File: config.mk
export PLATFORM = sky130hd
export DESIGN_NAME = alu_issue_ctrl
export DESIGN_NICKNAME = d
export VERILOG_FILES = /design/src/rtl/alu_pkg.sv /design/src/rtl/cmd_fifo.sv /design/src/rtl/alu_issue_ctrl.sv
export SDC_FILE = /design/constraint.sdc
export NUM_CORES = 1
export LEC_CHECK = 0
export CORE_ASPECT_RATIO = 0.6
export CORE_MARGIN = 3
export CORE_UTILIZATION = 30
export DETAILED_ROUTE_END_ITERATION = 7
export PLACE_DENSITY = 0.59
export SLEW_MARGIN = 20
export SYNTH_ARGS = -nofsm -noshare
export SYNTH_HDL_FRONTEND = slang
export SYNTH_SLANG_ARGS = --single-unit
File: constraint.sdc
create_clock -name clk -period 3.27 [get_ports clk]
set_clock_uncertainty 0.15 [all_clocks]
set_input_delay 0.8175 -clock clk [delete_from_list [all_inputs] [get_ports clk]]
set_output_delay 0.8175 -clock clk [all_outputs]
set_load 0.02 [all_outputs]
File: src/rtl/alu_pkg.sv
// alu_pkg: shared definitions for the ALU issue controller.
//   - op_e        : 3-bit command operation codes (cmd_op[2:0])
//   - ALU_*       : one-hot ALU opcode constants
//   - state_e     : sequencer FSM states
//   - CLR_HOLD    : number of cycles alu_rst is held for a CLR command
//   - alu_ctrl_t  : bundle of ALU control lines
//   - decode_op() : translate an operation code into ALU controls
package alu_pkg;

  typedef enum logic [2:0] {
    OP_NOP = 3'd0,
    OP_ADD = 3'd1,
    OP_SUB = 3'd2,
    OP_MUL = 3'd3,
    OP_AND = 3'd4,
    OP_OR  = 3'd5,
    OP_XOR = 3'd6,
    OP_NOT = 3'd7
  } op_e;

  localparam logic [4:0] ALU_NONE = 5'b00000;
  localparam logic [4:0] ALU_ADD  = 5'b00001;
  localparam logic [4:0] ALU_MUL  = 5'b00010;
  localparam logic [4:0] ALU_AND  = 5'b00100;
  localparam logic [4:0] ALU_OR   = 5'b01000;
  localparam logic [4:0] ALU_XOR  = 5'b10000;

  typedef enum logic [2:0] {
    S_IDLE,
    S_EXEC,
    S_CAPTURE,
    S_DONE,
    S_CLEAR
  } state_e;

  localparam int unsigned CLR_HOLD = 2;

  typedef struct packed {
    logic [4:0] opcode;
    logic       inv;
    logic       sub;
    logic       ovwa;
  } alu_ctrl_t;

  function automatic alu_ctrl_t decode_op(input op_e op, input logic ld_a);
    alu_ctrl_t c;
    c = '0;
    case (op)
      OP_ADD: c.opcode = ALU_ADD;
      OP_SUB: begin
        c.opcode = ALU_ADD;
        c.sub    = 1'b1;
      end
      OP_MUL: c.opcode = ALU_MUL;
      OP_AND: c.opcode = ALU_AND;
      OP_OR:  c.opcode = ALU_OR;
      OP_XOR: c.opcode = ALU_XOR;
      OP_NOT: begin
        c.opcode = ALU_XOR;
        c.inv    = 1'b1;
      end
      default: c = '0;
    endcase
    c.ovwa = (op != OP_NOP) && ld_a;
    return c;
  endfunction

endpackage

File: src/rtl/cmd_fifo.sv
// cmd_fifo: synchronous FIFO for encoded ALU commands.
// Ports:
//   clk_i, rst_ni : clock, asynchronous active-low reset
//   push_i/wdata_i: write request and data (ignored while full)
//   pop_i/rdata_o : read request and head-of-queue data (ignored while empty)
//   full_o/empty_o: occupancy flags
//   count_o       : number of stored entries
module cmd_fifo #(
  parameter int unsigned DEPTH = 4,
  parameter int unsigned DW    = 8
) (
  input  logic                   clk_i,
  input  logic                   rst_ni,
  input  logic                   push_i,
  input  logic [DW-1:0]          wdata_i,
  input  logic                   pop_i,
  output logic [DW-1:0]          rdata_o,
  output logic                   full_o,
  output logic                   empty_o,
  output logic [$clog2(DEPTH):0] count_o
);

  localparam int unsigned AW = $clog2(DEPTH);

  logic [DW-1:0] mem_q [DEPTH];
  logic [AW-1:0] wr_ptr_q, rd_ptr_q;
  logic [AW:0]   count_q;
  logic          do_push, do_pop;

  assign full_o  = (count_q == (AW+1)'(DEPTH));
  assign empty_o = (count_q == '0);
  // full is evaluated on the current count, so a same-cycle pop never frees a slot early
  assign do_push = push_i && !full_o;
  assign do_pop  = pop_i && !empty_o;

  // DEPTH is a power of two, so the pointers wrap naturally
  always_ff @(posedge clk_i or negedge rst_ni) begin
    if (!rst_ni) begin
      wr_ptr_q <= '0;
      rd_ptr_q <= '0;
      count_q  <= '0;
    end else begin
      if (do_push) wr_ptr_q <= wr_ptr_q + 1'b1;
      if (do_pop)  rd_ptr_q <= rd_ptr_q + 1'b1;
      case ({do_push, do_pop})
        2'b10:   count_q <= count_q + 1'b1;
        2'b01:   count_q <= count_q - 1'b1;
        default: count_q <= count_q;
      endcase
    end
  end

  always_ff @(posedge clk_i) begin
    if (do_push) mem_q[wr_ptr_q] <= wdata_i;
  end

  assign rdata_o = mem_q[rd_ptr_q];
  assign count_o = count_q;

endmodule

File: src/rtl/alu_issue_ctrl.sv
// alu_issue_ctrl: command sequencer in front of the ALU with a result capture
// stage behind it.
// Ports:
//   clk, rst                 : clock, asynchronous active-low reset
//   cmd_valid/cmd_ready      : command handshake; cmd_op = {ld_a, op[2:0]}
//   cmd_a, cmd_b             : operands
//   alu_in1/in2, alu_opcode,
//   alu_inv/sub/ovwA, alu_rst: registered ALU controls
//   alu_out, alu_zero/of/neg : ALU result and flags
//   res_valid/res_ready      : result handshake
//   res_data, res_zero/of/neg: captured result and flags
//   busy, fifo_count         : status
module alu_issue_ctrl
  import alu_pkg::*;
#(
  parameter int unsigned DEPTH      = 4,
  parameter int unsigned WIDTH      = 16,
  parameter int unsigned MUL_CYCLES = 2
) (
  input  logic                   clk,
  input  logic                   rst,
  input  logic                   cmd_valid,
  output logic                   cmd_ready,
  input  logic [3:0]             cmd_op,
  input  logic [WIDTH-1:0]       cmd_a,
  input  logic [WIDTH-1:0]       cmd_b,
  output logic [WIDTH-1:0]       alu_in1,
  output logic [WIDTH-1:0]       alu_in2,
  output logic [4:0]             alu_opcode,
  output logic                   alu_inv,
  output logic                   alu_sub,
  output logic                   alu_ovwA,
  output logic                   alu_rst,
  input  logic [WIDTH-1:0]       alu_out,
  input  logic                   alu_zero,
  input  logic                   alu_of,
  input  logic                   alu_neg,
  output logic                   res_valid,
  input  logic                   res_ready,
  output logic [WIDTH-1:0]       res_data,
  output logic                   res_zero,
  output logic                   res_of,
  output logic                   res_neg,
  output logic                   busy,
  output logic [$clog2(DEPTH):0] fifo_count
);

  localparam int unsigned CMD_W = 4 + 2 * WIDTH;
  localparam int unsigned CNT_W = $clog2(MUL_CYCLES + CLR_HOLD) + 1;

  // command FIFO
  logic             fifo_full, fifo_empty, pop;
  logic [CMD_W-1:0] head;
  logic             head_ld;
  op_e              head_op;
  logic [WIDTH-1:0] head_a, head_b;

  cmd_fifo #(
    .DEPTH (DEPTH),
    .DW    (CMD_W)
  ) u_fifo (
    .clk_i   (clk),
    .rst_ni  (rst),
    .push_i  (cmd_valid),
    .wdata_i ({cmd_op, cmd_a, cmd_b}),
    .pop_i   (pop),
    .rdata_o (head),
    .full_o  (fifo_full),
    .empty_o (fifo_empty),
    .count_o (fifo_count)
  );

  assign head_ld = head[CMD_W-1];
  assign head_op = op_e'(head[CMD_W-2 -: 3]);
  assign head_a  = head[2*WIDTH-1 -: WIDTH];
  assign head_b  = head[WIDTH-1:0];

  // sequencer state
  state_e           state_q, state_d;
  logic [CNT_W-1:0] cnt_q, cnt_d;
  alu_ctrl_t        ctrl_q, ctrl_d;
  logic [WIDTH-1:0] in1_q, in1_d, in2_q, in2_d;
  logic             alu_rst_q, alu_rst_d;
  logic             res_valid_q, res_valid_d;
  logic [WIDTH-1:0] res_data_q, res_data_d;
  logic             res_zero_q, res_zero_d;
  logic             res_of_q, res_of_d;
  logic             res_neg_q, res_neg_d;

  // state register
  always_ff @(posedge clk or negedge rst) begin
    if (!rst) begin
      state_q     <= S_IDLE;
      cnt_q       <= '0;
      ctrl_q      <= '0;
      in1_q       <= '0;
      in2_q       <= '0;
      alu_rst_q   <= 1'b1;
      res_valid_q <= 1'b0;
      res_data_q  <= '0;
      res_zero_q  <= 1'b0;
      res_of_q    <= 1'b0;
      res_neg_q   <= 1'b0;
    end else begin
      state_q     <= state_d;
      cnt_q       <= cnt_d;
      ctrl_q      <= ctrl_d;
      in1_q       <= in1_d;
      in2_q       <= in2_d;
      alu_rst_q   <= alu_rst_d;
      res_valid_q <= res_valid_d;
      res_data_q  <= res_data_d;
      res_zero_q  <= res_zero_d;
      res_of_q    <= res_of_d;
      res_neg_q   <= res_neg_d;
    end
  end

  // next-state logic; cnt_q counts execute cycles in EXEC and remaining hold
  // cycles in CLEAR
  always_comb begin
    state_d = state_q;
    cnt_d   = cnt_q;
    pop     = 1'b0;
    case (state_q)
      S_IDLE: begin
        if (!fifo_empty) begin
          pop = 1'b1;
          if (head_op == OP_NOP) begin
            if (head_ld) begin
              state_d = S_CLEAR;
              cnt_d   = CNT_W'(CLR_HOLD - 1);
            end
          end else begin
            state_d = S_EXEC;
            cnt_d   = (head_op == OP_MUL) ? CNT_W'(MUL_CYCLES) : CNT_W'(1);
          end
        end
      end
      S_EXEC: begin
        if (cnt_q <= CNT_W'(1)) state_d = S_CAPTURE;
        else                    cnt_d   = cnt_q - 1'b1;
      end
      S_CAPTURE: state_d = S_DONE;
      S_DONE: begin
        if (res_ready) state_d = S_IDLE;
      end
      S_CLEAR: begin
        if (cnt_q == '0) state_d = S_IDLE;
        else             cnt_d   = cnt_q - 1'b1;
      end
      default: state_d = S_IDLE;
    endcase
  end

  // output logic: ALU controls are registered from the next state so they
  // change on the same edge as the state transition
  always_comb begin
    ctrl_d      = ctrl_q;
    in1_d       = in1_q;
    in2_d       = in2_q;
    alu_rst_d   = (state_d == S_CLEAR);
    res_valid_d = res_valid_q;
    res_data_d  = res_data_q;
    res_zero_d  = res_zero_q;
    res_of_d    = res_of_q;
    res_neg_d   = res_neg_q;

    if (state_q == S_IDLE && pop && head_op != OP_NOP) begin
      ctrl_d = decode_op(head_op, head_ld);
      in1_d  = head_a;
      in2_d  = head_b;
    end else if (state_d != S_EXEC) begin
      ctrl_d = '0;
    end

    if (state_q == S_CAPTURE) begin
      res_valid_d = 1'b1;
      res_data_d  = alu_out;
      res_zero_d  = alu_zero;
      res_of_d    = alu_of;
      res_neg_d   = alu_neg;
    end else if (state_q == S_DONE && res_ready) begin
      res_valid_d = 1'b0;
    end
  end

  assign cmd_ready  = !fifo_full;
  assign busy       = (state_q != S_IDLE) || !fifo_empty;
  assign alu_in1    = in1_q;
  assign alu_in2    = in2_q;
  assign alu_opcode = ctrl_q.opcode;
  assign alu_inv    = ctrl_q.inv;
  assign alu_sub    = ctrl_q.sub;
  assign alu_ovwA   = ctrl_q.ovwa;
  assign alu_rst    = alu_rst_q;
  assign res_valid  = res_valid_q;
  assign res_data   = res_data_q;
  assign res_zero   = res_zero_q;
  assign res_of     = res_of_q;
  assign res_neg    = res_neg_q;

endmodule

==> results.toml <==
[clock_tree]
cts.sinks = 218
clk_pin_slew_worst_paths_ns = 0.06
cts_buffers = 23
cts_buffer_depth = 3
h-tree-depth = 1
holdBufCountCts = 0
cts-root-buf = "clkbuf_16"
cts_tree = "yes"
cts_resized = 0
insertion_delay_ns = 0.51
cts_setup_buffers = 0

[drt]
vias = 4299
dr.pass1.iters = 4
drtAntennaViolNets = 0
wl_um = 17700
via_per_inst = 4.56
drc_errors = 0
wl_per_cell_um = 18.8
drt_iter0_markers = 197

[finish]
drive_above_1_share_pct = 25.1
layout_commonest_cell = "edfxtp_1"
area_growth_pct = 30.1
antenna_cells = 0
utilization_pct = 40.7
design_area_um2 = 11000
num-fill-cells = 2391
finalNetCount = 634
final_cell_mix = "edfxtp_1 (144), clkdlybuf4s50_1 (123), dfrtp_1 (71)"

[setup_path]
crit_type = "reg2out"
ff2ff_path_depth = 5
reg2reg_to = "alu_in2[13]"
worstPathArrival_ns = 1.98
max_stage_delay_ns = 0.55
endpoint_kind = "output port"
crit_path_max_fanout = 10
endpoint = "busy"
reg2reg_from = "u_fifo.rd_ptr_q[0]"
path_cells = "nor3_1 -> nand2_1 -> clkdlybuf4s50_1"
crit_slowest_cell = "clkdlybuf4s50_1"
regToRegSetupSlack_ns = 0.61
start_kind = "flop"
required_ns = 2.30
cp-startpoint = "state_q[2]"

[grt]
grt_pass1_wl_um = 27700
grt_pass1_vias = 4744
grt_max_degree = 46
grt_overflow_total = 0
antenna_found_initial = 0
grtUsageTotal_pct = 11.7

[power_and_ir_drop]
p_per_area_nw_per_um2 = 1020
leakage_nw = 4.08
vdd_drop_max_uv = 434

[sta]
grt_setup_unrepaired = "no"
clock.fmax_mhz = 339
holdWs_ns = 0.108
slew-limit-headroom_pct = 56.6
hold_viol_final = 0
worstMarginPinSlew_ns = 0.651
fin_crit_sh_pct = 90.3
finalCriticalPeriod_ns = 2.95
slew_viol_final = 0
tns_ns = 0
finalSetupViolCount = 0
setup_slack_ns = 0.318

[yosys]
synthesis.nets = 489
syn-instance-count = 421
ys_seq_area_share_pct = 72.8
synth_edf_count = 144
async_flop_share_pct = 33.9
ys_ff_latch = 218
synth-main-ff-cell = "edfxtp_1"
synth.avg_cell_area_um2 = 20.1
yosysWarnings = 0
synthDistinctLibCells = 42
netlist_area_um2 = 8480

[floorplan]
coreArea_um2 = 27100
die-height_um = 136
start_util_pct = 31.3
die_area_um2 = 30400
ios = 125
rows = 46
die_x_um = 223

[hold_path]
hold_path_class = "in2async"

[placed_design]
io_buffers = 124
post-place-ws_ns = 0.441
dp_hpwl_um = 11500
place.gp.congestion = 0.745
post_dp_cell_area_um2 = 10200

[job]
drv_cap = 0

[run_status]
status = "finished, final reports clean"
==> sequential cells by signal (all words and copies together) (netlist names) <==
register         flops
u_fifo.wr_ptr_q      2
u_fifo.count_o       3
state_q              3
alu_opcode           5
alu_inv              1
res_of               1
res_data            16
res_zero             1
alu_sub              1
alu_in2             16
res_neg              1
alu_ovwA             1
alu_in1             16
res_valid            1
cnt_q                3
alu_rst              1
u_fifo.mem_q       144
u_fifo.rd_ptr_q      2
==> area by class of cell <==
cell class              count  area [um^2]  area share [%]
repair buffers            136         1390            12.6
clock inverters            11          211            1.92
well taps                 360          450            4.08
multi-input cells         173         2130            19.3
clock buffers              30          622            5.64
flip-flops and latches    218         6180            56.0
inverters                  14         52.6           0.476
==> cell usage after synthesis, types with 4 or more instances <==
cell	instances	area [um^2]
edfxtp_1	144	4320
dfrtp_1	73	1830
mux4_2	33	743
mux2_4	28	420
mux2_2	25	282
inv_1	14	52.6
nand2_1	13	48.8
clkbuf_1	8	30.0
ha_1	8	100
nor2_1	7	26.3
o21ai_0	7	35.0
nor3_1	5	25.0
xor2_1	5	43.8
a32o_1	4	40.0
and3_1	4	25.0
buf_12	4	80.1
==> cell families after synthesis <==
kind of cell	after synthesis	synth area share, %
compound gates	25	2.18
xor+xnor	8	0.826
simple gates	42	2.57
flops	218	72.8
fa+ha+maj	9	1.42
buf+inv	30	2.23
mux	89	18.0
==> per-layer routing <==
| layer | wire length (um) | vias up | global-route usage (%) | share of wire (%) |
|---|---|---|---|---|
| met5 | 0 | - | 0 | 0 |
| met4 | 458 | 0 | 3.42 | 2.6 |
| met3 | 845 | 33 | 2.78 | 4.8 |
| met2 | 8480 | 93 | 19.1 | 48 |
| met1 | 7900 | 2238 | 15.7 | 45 |
| li1 | - | 1935 | - | - |
==> critical path: cells and delay by family, from the launching register on <==
kind	cells	cell delay, ns
simple gates	2	0.42
flops	1	0.49
buf+inv	1	0.55
==> power by group <==
| part | internal, W | switching [W] | total, W | leakage [nW] |
|---|---|---|---|---|
| Clock | 0.00181 | 0.00104 | 0.00285 | 0.405 |
| Combinational | 0.00219 | 0.00201 | 0.00419 | 1.47 |
| Sequential | 0.00380 | 0.000406 | 0.00421 | 2.21 |
==> how the worst min path moves through the flow <==
stage	start	to	slack, ns	depth (start not counted)
after detailed placement	res_valid	res_valid	0.32	1
after global placement	alu_opcode[3]	alu_opcode[3]	0.32	2
after CTS	rst	alu_in1[5]	0.12	1
final	rst	alu_in1[7]	0.11	1
after global routing	rst	alu_in1[7]	0.13	1
after floorplan	cnt_q[1]	cnt_q[1]	0.35	1
==> metrics by stage <==
stage                     power, W  cells
after floorplan            0.00700    421
after global placement     0.00842    901
after detailed placement   0.00856    901
after CTS                   0.0115    942
after global routing        0.0119    942
final                       0.0113    942
No activity file was read; power rests on OpenSTA's default activity.
